### config.mk
export PLATFORM = sky130hd
export DESIGN_NAME = tron_round_ctrl_flat
export DESIGN_NICKNAME = d
export VERILOG_FILES = /design/src/rtl/tron_round_if.sv /design/src/rtl/tron_round_ctrl.sv /design/src/flat_wrapper.sv
export SDC_FILE = /design/constraint.sdc
export NUM_CORES = 1
export LEC_CHECK = 0
export BUFFER_PORTS_ARGS = -buffer_cell sky130_fd_sc_hd__buf_2
export CAP_MARGIN = 20
export CORE_UTILIZATION = 50
export CTS_CLUSTER_DIAMETER = 80
export DETAILED_ROUTE_END_ITERATION = 6
export PLACE_DENSITY = 0.74
export SETUP_SLACK_MARGIN = 0.3
export SLEW_MARGIN = 20
export SYNTH_ARGS = -nofsm -noshare
export SYNTH_HDL_FRONTEND = slang
export SYNTH_SLANG_ARGS = --single-unit
### constraint.sdc
create_clock -name Clk -period 1.6 [get_ports Clk]
set_input_delay 0.48 -clock Clk [delete_from_list [all_inputs] [get_ports Clk]]
set_output_delay 0.48 -clock Clk [all_outputs]
set_load 0.02 [all_outputs]
### src/rtl/tron_round_if.sv
// Game-state bus between the round sequencer and the arena/display/overlay logic.
// Build macro TRON_PAUSE_EN adds the pause level input.
interface tron_round_if;
  logic       frame_clk;
  logic       start;
  logic       blue_crash;
  logic       red_crash;
`ifdef TRON_PAUSE_EN
  logic       pause;
`endif
  logic [2:0] Game_State;
  logic       reset_round;
  logic [1:0] countdown;
  logic [1:0] score_blue;
  logic [1:0] score_red;
  logic       Blue_W;
  logic       Red_W;

  modport master (
    input  frame_clk, start, blue_crash, red_crash,
`ifdef TRON_PAUSE_EN
    input  pause,
`endif
    output Game_State, reset_round, countdown, score_blue, score_red, Blue_W, Red_W
  );

  modport slave (
    output frame_clk, start, blue_crash, red_crash,
`ifdef TRON_PAUSE_EN
    output pause,
`endif
    input  Game_State, reset_round, countdown, score_blue, score_red, Blue_W, Red_W
  );
endinterface

### src/rtl/tron_round_ctrl.sv
// Light-cycle match/round sequencer: title, countdown, play, round end, match end.
// Build macro TRON_PAUSE_EN adds a pause input that freezes COUNTDOWN and PLAY.
module tron_round_ctrl #(
  parameter int unsigned WIN_SCORE    = 3,
  parameter int unsigned COUNT_FRAMES = 60,
  parameter int unsigned HOLD_FRAMES  = 90
) (
  input  logic         Clk,
  input  logic         Reset_N,
  tron_round_if.master bus
);
  localparam int unsigned STATE_W = 3;
  localparam int unsigned CD_W    = 2;
  localparam int unsigned SCORE_W = 2;
  localparam int unsigned CNT_W   = 7;
  localparam int unsigned SYNC_W  = 3;

  localparam logic [SCORE_W-1:0] WIN        = SCORE_W'(WIN_SCORE);
  localparam logic [CNT_W-1:0]   COUNT_LAST = CNT_W'(COUNT_FRAMES - 1);
  localparam logic [CNT_W-1:0]   HOLD_LAST  = CNT_W'(HOLD_FRAMES - 1);
  localparam logic [CD_W-1:0]    CD_FIRST   = CD_W'(3);

  typedef enum logic [STATE_W-1:0] {
    S_TITLE     = 3'd0,
    S_COUNTDOWN = 3'd1,
    S_PLAY      = 3'd2,
    S_ROUND_END = 3'd3,
    S_MATCH_END = 3'd4
  } state_e;

  state_e              state_q, state_d;
  logic [CNT_W-1:0]    cnt_q, cnt_d;
  logic [CD_W-1:0]     cd_q, cd_d;
  logic [SCORE_W-1:0]  sb_q, sb_d, sr_q, sr_d;
  logic                bw_q, bw_d, rw_q, rw_d, rr_q, rr_d;
  logic [SYNC_W-1:0]   frame_sync_q, frame_sync_d, start_sync_q, start_sync_d;
  logic                frame_tick, start_rise, paused, tick_m, blue_m, red_m;

  // [0],[1] synchronize the async level, [2] holds the previous synchronized value
  assign frame_sync_d = {frame_sync_q[1:0], bus.frame_clk};
  assign start_sync_d = {start_sync_q[1:0], bus.start};
  assign frame_tick   = frame_sync_q[1] & ~frame_sync_q[2];
  assign start_rise   = start_sync_q[1] & ~start_sync_q[2];

`ifdef TRON_PAUSE_EN
  assign paused = bus.pause && (state_q == S_COUNTDOWN || state_q == S_PLAY);
`else
  assign paused = 1'b0;
`endif

  assign tick_m = frame_tick & ~paused;
  assign blue_m = bus.blue_crash & ~paused;
  assign red_m  = bus.red_crash & ~paused;

  always_comb begin
    state_d = state_q;
    cnt_d   = cnt_q;
    cd_d    = cd_q;
    sb_d    = sb_q;
    sr_d    = sr_q;
    bw_d    = bw_q;
    rw_d    = rw_q;
    rr_d    = 1'b0;
    case (state_q)
      S_TITLE: begin
        sb_d = '0;
        sr_d = '0;
        bw_d = 1'b0;
        rw_d = 1'b0;
        cd_d = '0;
        if (start_rise) begin
          state_d = S_COUNTDOWN;
          rr_d    = 1'b1;
          cd_d    = CD_FIRST;
        end
      end
      S_COUNTDOWN: begin
        if (tick_m) begin
          if (cnt_q == COUNT_LAST) begin
            cnt_d = '0;
            if (cd_q == CD_W'(1)) begin
              state_d = S_PLAY;
              cd_d    = '0;
            end else begin
              cd_d = cd_q - CD_W'(1);
            end
          end else begin
            cnt_d = cnt_q + CNT_W'(1);
          end
        end
      end
      S_PLAY: begin
        // only the first crash cycle counts; a simultaneous double crash is a draw
        if (blue_m || red_m) begin
          state_d = S_ROUND_END;
          if (blue_m && !red_m && sr_q < WIN) sr_d = sr_q + SCORE_W'(1);
          if (red_m && !blue_m && sb_q < WIN) sb_d = sb_q + SCORE_W'(1);
        end
      end
      S_ROUND_END: begin
        if (tick_m) begin
          if (cnt_q == HOLD_LAST) begin
            if (sb_q == WIN || sr_q == WIN) begin
              state_d = S_MATCH_END;
              bw_d    = (sb_q == WIN);
              rw_d    = (sr_q == WIN) && (sb_q != WIN);
            end else begin
              state_d = S_COUNTDOWN;
              rr_d    = 1'b1;
              cd_d    = CD_FIRST;
            end
          end else begin
            cnt_d = cnt_q + CNT_W'(1);
          end
        end
      end
      S_MATCH_END: begin
        bw_d = (sb_q == WIN);
        rw_d = (sr_q == WIN) && (sb_q != WIN);
        if (start_rise) begin
          state_d = S_TITLE;
          sb_d    = '0;
          sr_d    = '0;
          bw_d    = 1'b0;
          rw_d    = 1'b0;
        end
      end
      default: begin
        state_d = S_TITLE;
        cd_d    = '0;
      end
    endcase
    if (state_d != state_q) cnt_d = '0;
  end

  always_ff @(posedge Clk) begin
    if (!Reset_N) begin
      state_q      <= S_TITLE;
      cnt_q        <= '0;
      cd_q         <= '0;
      sb_q         <= '0;
      sr_q         <= '0;
      bw_q         <= 1'b0;
      rw_q         <= 1'b0;
      rr_q         <= 1'b0;
      frame_sync_q <= '0;
      start_sync_q <= '0;
    end else begin
      state_q      <= state_d;
      cnt_q        <= cnt_d;
      cd_q         <= cd_d;
      sb_q         <= sb_d;
      sr_q         <= sr_d;
      bw_q         <= bw_d;
      rw_q         <= rw_d;
      rr_q         <= rr_d;
      frame_sync_q <= frame_sync_d;
      start_sync_q <= start_sync_d;
    end
  end

  assign bus.Game_State  = state_q;
  assign bus.reset_round = rr_q;
  assign bus.countdown   = cd_q;
  assign bus.score_blue  = sb_q;
  assign bus.score_red   = sr_q;
  assign bus.Blue_W      = bw_q;
  assign bus.Red_W       = rw_q;
endmodule

### src/flat_wrapper.sv
// flat-port wrapper written by rule: the top's interface ports become plain ports
module tron_round_ctrl_flat 
#(
  parameter int unsigned WIN_SCORE    = 3,
  parameter int unsigned COUNT_FRAMES = 60,
  parameter int unsigned HOLD_FRAMES  = 90
)
  (Clk, Reset_N, bus_frame_clk, bus_start, bus_blue_crash, bus_red_crash, bus_Game_State, bus_reset_round, bus_countdown, bus_score_blue, bus_score_red, bus_Blue_W, bus_Red_W);
  tron_round_if bus_i ();
  input  logic Clk;
  input  logic Reset_N;
  input wire logic [$bits(bus_i.frame_clk)-1:0] bus_frame_clk;
  input wire logic [$bits(bus_i.start)-1:0] bus_start;
  input wire logic [$bits(bus_i.blue_crash)-1:0] bus_blue_crash;
  input wire logic [$bits(bus_i.red_crash)-1:0] bus_red_crash;
  output wire logic [$bits(bus_i.Game_State)-1:0] bus_Game_State;
  output wire logic [$bits(bus_i.reset_round)-1:0] bus_reset_round;
  output wire logic [$bits(bus_i.countdown)-1:0] bus_countdown;
  output wire logic [$bits(bus_i.score_blue)-1:0] bus_score_blue;
  output wire logic [$bits(bus_i.score_red)-1:0] bus_score_red;
  output wire logic [$bits(bus_i.Blue_W)-1:0] bus_Blue_W;
  output wire logic [$bits(bus_i.Red_W)-1:0] bus_Red_W;
  assign bus_i.frame_clk = bus_frame_clk;
  assign bus_i.start = bus_start;
  assign bus_i.blue_crash = bus_blue_crash;
  assign bus_i.red_crash = bus_red_crash;
  assign bus_Game_State = bus_i.Game_State;
  assign bus_reset_round = bus_i.reset_round;
  assign bus_countdown = bus_i.countdown;
  assign bus_score_blue = bus_i.score_blue;
  assign bus_score_red = bus_i.score_red;
  assign bus_Blue_W = bus_i.Blue_W;
  assign bus_Red_W = bus_i.Red_W;
  tron_round_ctrl #(.WIN_SCORE(WIN_SCORE), .COUNT_FRAMES(COUNT_FRAMES), .HOLD_FRAMES(HOLD_FRAMES)) u_core (.Clk(Clk), .Reset_N(Reset_N), .bus(bus_i));
endmodule
* After elaboration in Yosys (flattened, before gate mapping)
Cells that the tools add are included.
** Storage, ports and cells
- Word-level logic and storage cells :: 109
- Bits in registers :: 25
- Input port bits :: 6
** Cells by class
- Reduce and logical (&&, ||, !) cells :: 20
- Equality and inequality tests :: 22
- Mux-type cells :: 45
- Magnitude comparators :: 2
- Bitwise logic cells :: 6
- $add $sub $neg :: 4
** Operators by type and width (number)
- 7-bit 2-to-1 mux :: 4
- 3-bit 2-to-1 mux :: 9
- 2-bit 2-to-1 mux :: 12
- 2-bit by 1-bit inequality test with 1-bit output (second input constant) :: 9
- 4-bit AND reduction :: 4
- 3-bit case mux with 5 select lines :: 1
- 7-bit case mux with 2 select lines :: 1
- 1-bit 2-to-1 mux :: 12
- 2-bit case mux with 3 select lines :: 2
- 2-bit case mux with 4 select lines :: 1
- 7-bit by 1-bit adder with 7-bit output (second input constant) :: 1
- 7-bit by 6-bit equality test with 1-bit output (second input constant) :: 1
- 7-bit equality test (second input constant) :: 1
- 3-bit by 2-bit equality test with 1-bit output (second input constant) :: 2
- 2-bit inequality test (second input constant) :: 3
- 1-bit case mux with 3 select lines :: 2
- 6-bit AND reduction :: 1
- 3-bit nonzero test :: 2
- 1-bit logical AND :: 5
- 2-bit by 1-bit adder with 2-bit output (second input constant) :: 2
- 2-bit equality test (second input constant) :: 2
- 2-bit less-than comparator (second input constant) :: 2
- 1-bit inverter :: 4
- 2-bit OR reduction :: 2
- 11 further kinds :: 14

* Longest topological paths before layout
- Depth in word-level cells :: 8
- Depth in mapped cells :: 7
- Mapped depth without buffers :: 7

* Worst setup path after synthesis
No wires, ideal clock.
- Kind :: register -> register
- From :: register u_core.state_q[2] (netlist: u_core.bus.Game_State[2])
- To :: register u_core.cnt_q[3]
- Path buffers :: 1
- Slack :: -0.153 ns
- Stages on the path, launching flop included :: 7
- Period minus slack after synthesis :: 1.753 ns
- Arrival time :: 1.618 ns
- Cell sequence :: dfxtp_1 -> buf_2 -> nor3b_1 -> o21ai_0 -> o311ai_0 -> a311o_1 -> a311oi_1
** On the way
- Cells in the longest elaborated chain, start to end :: 6
- Elaborated cells between the ends (all ways) :: 22
- Those cells by class :: eq/ne (8); mux (10); reduce/logical (4)
** Ends and longest elaborated chain
- start, declared :: RTL line tron_round_ctrl.sv:31 : state_e state_q, state_d;
- start signal, assigned :: RTL line tron_round_ctrl.sv:149 : state_q <= state_d;
- 3-bit 2-to-1 mux :: RTL line tron_round_ctrl.sv:81 : if (cd_q == CD_W'(1)) begin
- 3-bit 2-to-1 mux :: RTL line tron_round_ctrl.sv:79 : if (cnt_q == COUNT_LAST) begin
- 3-bit 2-to-1 mux :: RTL line tron_round_ctrl.sv:78 : if (tick_m) begin
- 3-bit case mux with 5 select lines :: RTL line tron_round_ctrl.sv:64 : case (state_q)
- 3-bit inequality test :: RTL line tron_round_ctrl.sv:133 : if (state_d != state_q) cnt_d = '0;
- 2-bit OR reduction (no line)
- end signal, assigned :: RTL line tron_round_ctrl.sv:150 : cnt_q <= cnt_d;
- end, declared :: RTL line tron_round_ctrl.sv:32 : logic [CNT_W-1:0] cnt_q, cnt_d;
Several ways; a longest one is shown, not always the timed one.
A chain may end at the register's enable or synchronous reset.

* Worst setup path in the final report
- From :: register u_core.sb_q[0] (netlist: u_core.bus.score_blue[0])
- To :: register u_core.bw_q (netlist: u_core.bus.Blue_W)
** On the way
- Cells in the longest elaborated chain, start to end :: 5
- Elaborated cells between the ends (all ways) :: 9
- Those cells by class :: eq/ne (2); mux (5); reduce/logical (2)
** Ends and longest elaborated chain
- start, declared :: RTL line tron_round_ctrl.sv:34 : logic [SCORE_W-1:0] sb_q, sb_d, sr_q, sr_d;
- start signal, assigned :: RTL line tron_round_ctrl.sv:141 : sb_q <= '0;
- start signal, assigned :: RTL line tron_round_ctrl.sv:152 : sb_q <= sb_d;
- 2-bit equality test (*) :: RTL line tron_round_ctrl.sv:103, tron_round_ctrl.sv:105, tron_round_ctrl.sv:118
- 1-bit 2-to-1 mux :: RTL line tron_round_ctrl.sv:103 : if (sb_q == WIN || sr_q == WIN) begin
- 1-bit 2-to-1 mux :: RTL line tron_round_ctrl.sv:102 : if (cnt_q == HOLD_LAST) begin
- 1-bit 2-to-1 mux :: RTL line tron_round_ctrl.sv:101 : if (tick_m) begin
- 1-bit case mux with 3 select lines :: RTL line tron_round_ctrl.sv:64
- end signal, assigned :: RTL line tron_round_ctrl.sv:154 : bw_q <= bw_d;
- end, declared :: RTL line tron_round_ctrl.sv:35 : logic bw_q, bw_d, rw_q, rw_d, rr_q, rr_d;
Mark *: on every way between the ends. The rest lies on a longest branch, timed or not. The select of a mux whose other input is x is not followed.

==> results by group <==
Timing
  – Final worst slack: -0.1953 ns
  – RSZ-0062 raised after global routing: true
  – Setup TNS: -0.8960 ns
  – Worst slew margin: 77.47%
  – Final setup viols: 9
  – Worst Skew: 0.002460 ns
  – Slew @ Worst Pin: 0.3327 ns
  – Final hold violations: 0
  – Max Freq: 0.5570 GHz
  – Final Max Tran Viols: 0
  – Final min period: 1.795 ns
  – Final period utilization: 112.2%

GRT
  – GR Util All Layers: 32.68%
  – First-pass GRT wire length: 6.182 mm
  – Vias in the first global route: 1285
  – Initial antenna violation count: 0
  – Largest net degree at the start of global routing: 20
  – Global route overflow: 0

Yosys
  – Fraction of registers with async set/reset: 0%
  – Most frequent cell after synthesis: dfxtp_1
  – Sequential-to-total area share from yosys stat: 39.72%
  – Cell Area, Synth: 0.001260 mm²
  – Post-synth EDFFs: 0
  – Netlist cell types: 42
  – Synth top cells by count: dfxtp_1, nand2_1, nor2_1, and2_1
  – Top cells by area, synth: dfxtp_1, ha_1, mux2i_1
  – Dominant cell type by area after synthesis: dfxtp_1
  – Top-area cell type share of the netlist area: 39.72%
  – Syn Area/Cell: 8.873 µm²
  – Synth Net Count: 153
  – Main synth FF type: dfxtp_1
  – Post-synthesis register bit count: 25
  – Syn Inst Count: 142
  – Yosys synthesis warning count: 0

Floorplanning
  – Die Height: 52.20 µm
  – Core footprint: 0.002297 mm²
  – I/O pin count: 18
  – Initial Util: 54.85%
  – Die Wd: 52.20 µm
  – Row cnt: 17
  – Die ar.: 0.002725 mm²

Route
  – Routed wire length: 4.783 mm
  – Vias/cell: 6.346
  – Detail Route Antenna Nets: 0
  – Drt pass-1 iters: 4
  – DR WL/cell: 20.98 µm
  – Vias post-DR: 1447
  – First-iteration detailed-routing DRC count: 77
  – Residual DRC count: 0

Clock network
  – CTS Hold Buffers Added: 0
  – Htree depth: 1
  – Clock-pin transition on the worst setup and hold timing paths: 0.13 ns
  – Clk sinks: 25
  – Skew-Pair Late Insertion Delay: 0.33 ns
  – Num CTS Buffers: 3
  – CTS tree: built
  – Clk buf depth: 2
  – CTS Root Cell: clkbuf_4

Power and ir drop
  – Int Power: 797.9 µW
  – Worst vdd ir: 0.7191 mV
  – Leakage: 0.0008203 µW
  – Power per Cell Area: 523.1 mW/mm²
  – NetSw: 273.5 µW
  – Sw Ratio: 25.53%
  – Seq pwr share: 59.5%
  – Clk pwr share: 27.2%
  – Combinational power share: 13.3%

Placement
  – Dpl ws: -0.1194 ns
  – Detailed Place HPWL: 2.061 mm
  – IO Port Bufs: 17
  – Final GP Congestion: 0.9020

Layout
  – Final core occ: 89.16%
  – Synth-to-Final Area Change: 62.56%
  – Ant diodes: 0
  – Final nets: 212
  – Share of cells above drive strength 1: 55.00%

Setup path
  – Critical path class: reg -> reg
  – FF-to-FF path depth: 5
  – Startpoint class of the critical path: flip-flop
  – Crit end category: flip-flop
  – Critical Path AT: 2.08 ns
  – Worst-path fanout max: 5
  – Crit path required time: 1.88 ns

Worst hold path
  – HP Class: in -> reg
  – Cells on Worst Hold Path: 2

Flow run
  – Maxcap violations: 0

Outcome
  – Failing checks: negative setup slack
  – Run status: finished with violations
## cell families after synthesis
kind of cell,synth area share [%]
and+or+nand+nor,29.00
AOI/OAI and AO/OA,18.27
DFF,39.72
buffers and inverters,2.582
muxes,4.767
adders and majority gates,4.965
xor gates and xnor gates,0.6953
## timing repair
item / CTS / global route
setup endpoints to repair: 30 / 31
gates resized for setup: 54 / 25
setup buffers: 16 / 11
endpoints found under the hold margin: 0 / 0
pin swaps: 10 / 12
## worst max-delay path, stage by stage, from the launching register on
cell and delay, ns:
dfxtp_2 0.39, ha_2 0.30, nor2_1 0.13, o32a_1 0.43, nor3b_2 0.31, a32o_1 0.18
## power by group through the flow
stage,sequential [µW],clock [µW],combinational [µW]
final,637,292,142
after global routing,639,328,151
after CTS,639,292,119
after detailed placement,656,0,97.9
after global placement,656,0,94.3
after floorplan,660,0,61.0
## cell usage in the layout, fill, tap and decap left out, types with 2 or more instances in the layout
cell / instances
and2_1: 8
buf_6: 24
buf_4: 29
nor2_1: 7
nor3b_4: 2
dfxtp_1: 11
nor2_4: 2
nor2b_1: 6
a21oi_1: 3
nor2_2: 2
nand3_1: 3
a32o_1: 2
inv_1: 2
o21ai_1: 2
a21oi_2: 3
nor3b_2: 2
o21ai_0: 5
dfxtp_2: 9
mux2i_1: 5
buf_2: 6
ha_2: 3
nand2_1: 16
dfxtp_4: 5
a211o_1: 2
nand2b_1: 2
a311oi_1: 2
clkbuf_4: 3
## state kept, by name, summed over array words and instances (netlist names)
register and count:
u_core.start_sync_q 3, u_core.bus.countdown 2, u_core.bus.score_blue 2, u_core.bus.score_red 2, u_core.bus.Red_W 1, u_core.bus.reset_round 1
u_core.frame_sync_q 3, u_core.cnt_q 7, u_core.bus.Blue_W 1, u_core.bus.Game_State 3
## final timing paths
| path | slack (ns) | to | startpoint |
|---|---|---|---|
| worst max register to register | -0.20 | u_core.bus.Blue_W$_SDFFE_PN0P_ | u_core.bus.score_blue[0]$_SDFFE_PN0P_ |
| worst min register to register | 0.46 | u_core.start_sync_q[1]$_SDFF_PN0_ | u_core.start_sync_q[0]$_SDFF_PN0_ |
| worst max-delay path | -0.20 | u_core.bus.Blue_W$_SDFFE_PN0P_ | u_core.bus.score_blue[0]$_SDFFE_PN0P_ |
| worst min-delay path | 0.34 | u_core.start_sync_q[0]$_SDFF_PN0_ | bus_start |
## per-layer routing
metal	vias up	track usage, %	part of all wire [%]
met1	687	36.10	37
met3	24	5.797	7.1
met5	-	0	0
li1	639	-	-
met2	97	56.62	50
met4	0	21.93	5.5
## metrics by stage
step                instances  instance area (µm²)  total power (µW)  hold WS (ns)
floorplan                 142                 1349             720.6        0.4119
global placement          197                 1544             749.9        0.4205
detailed placement        197                 1544             754.3        0.4327
CTS                       217                 1863              1050        0.3423
global route              228                 2048              1118        0.3320
finish                    228                 2048              1071        0.3415
## layout make-up
cell class | instances | area (µm²)
clock buffers | 4 | 26.28
inverters | 3 | 11.26
repair buffers | 59 | 518.0
well taps | 28 | 35.03
flip-flops and latches | 25 | 530.5
multi-input cells | 109 | 927.1
fillers | 105 | 249.0
Note: power is estimated with default switching activity, not from simulation.
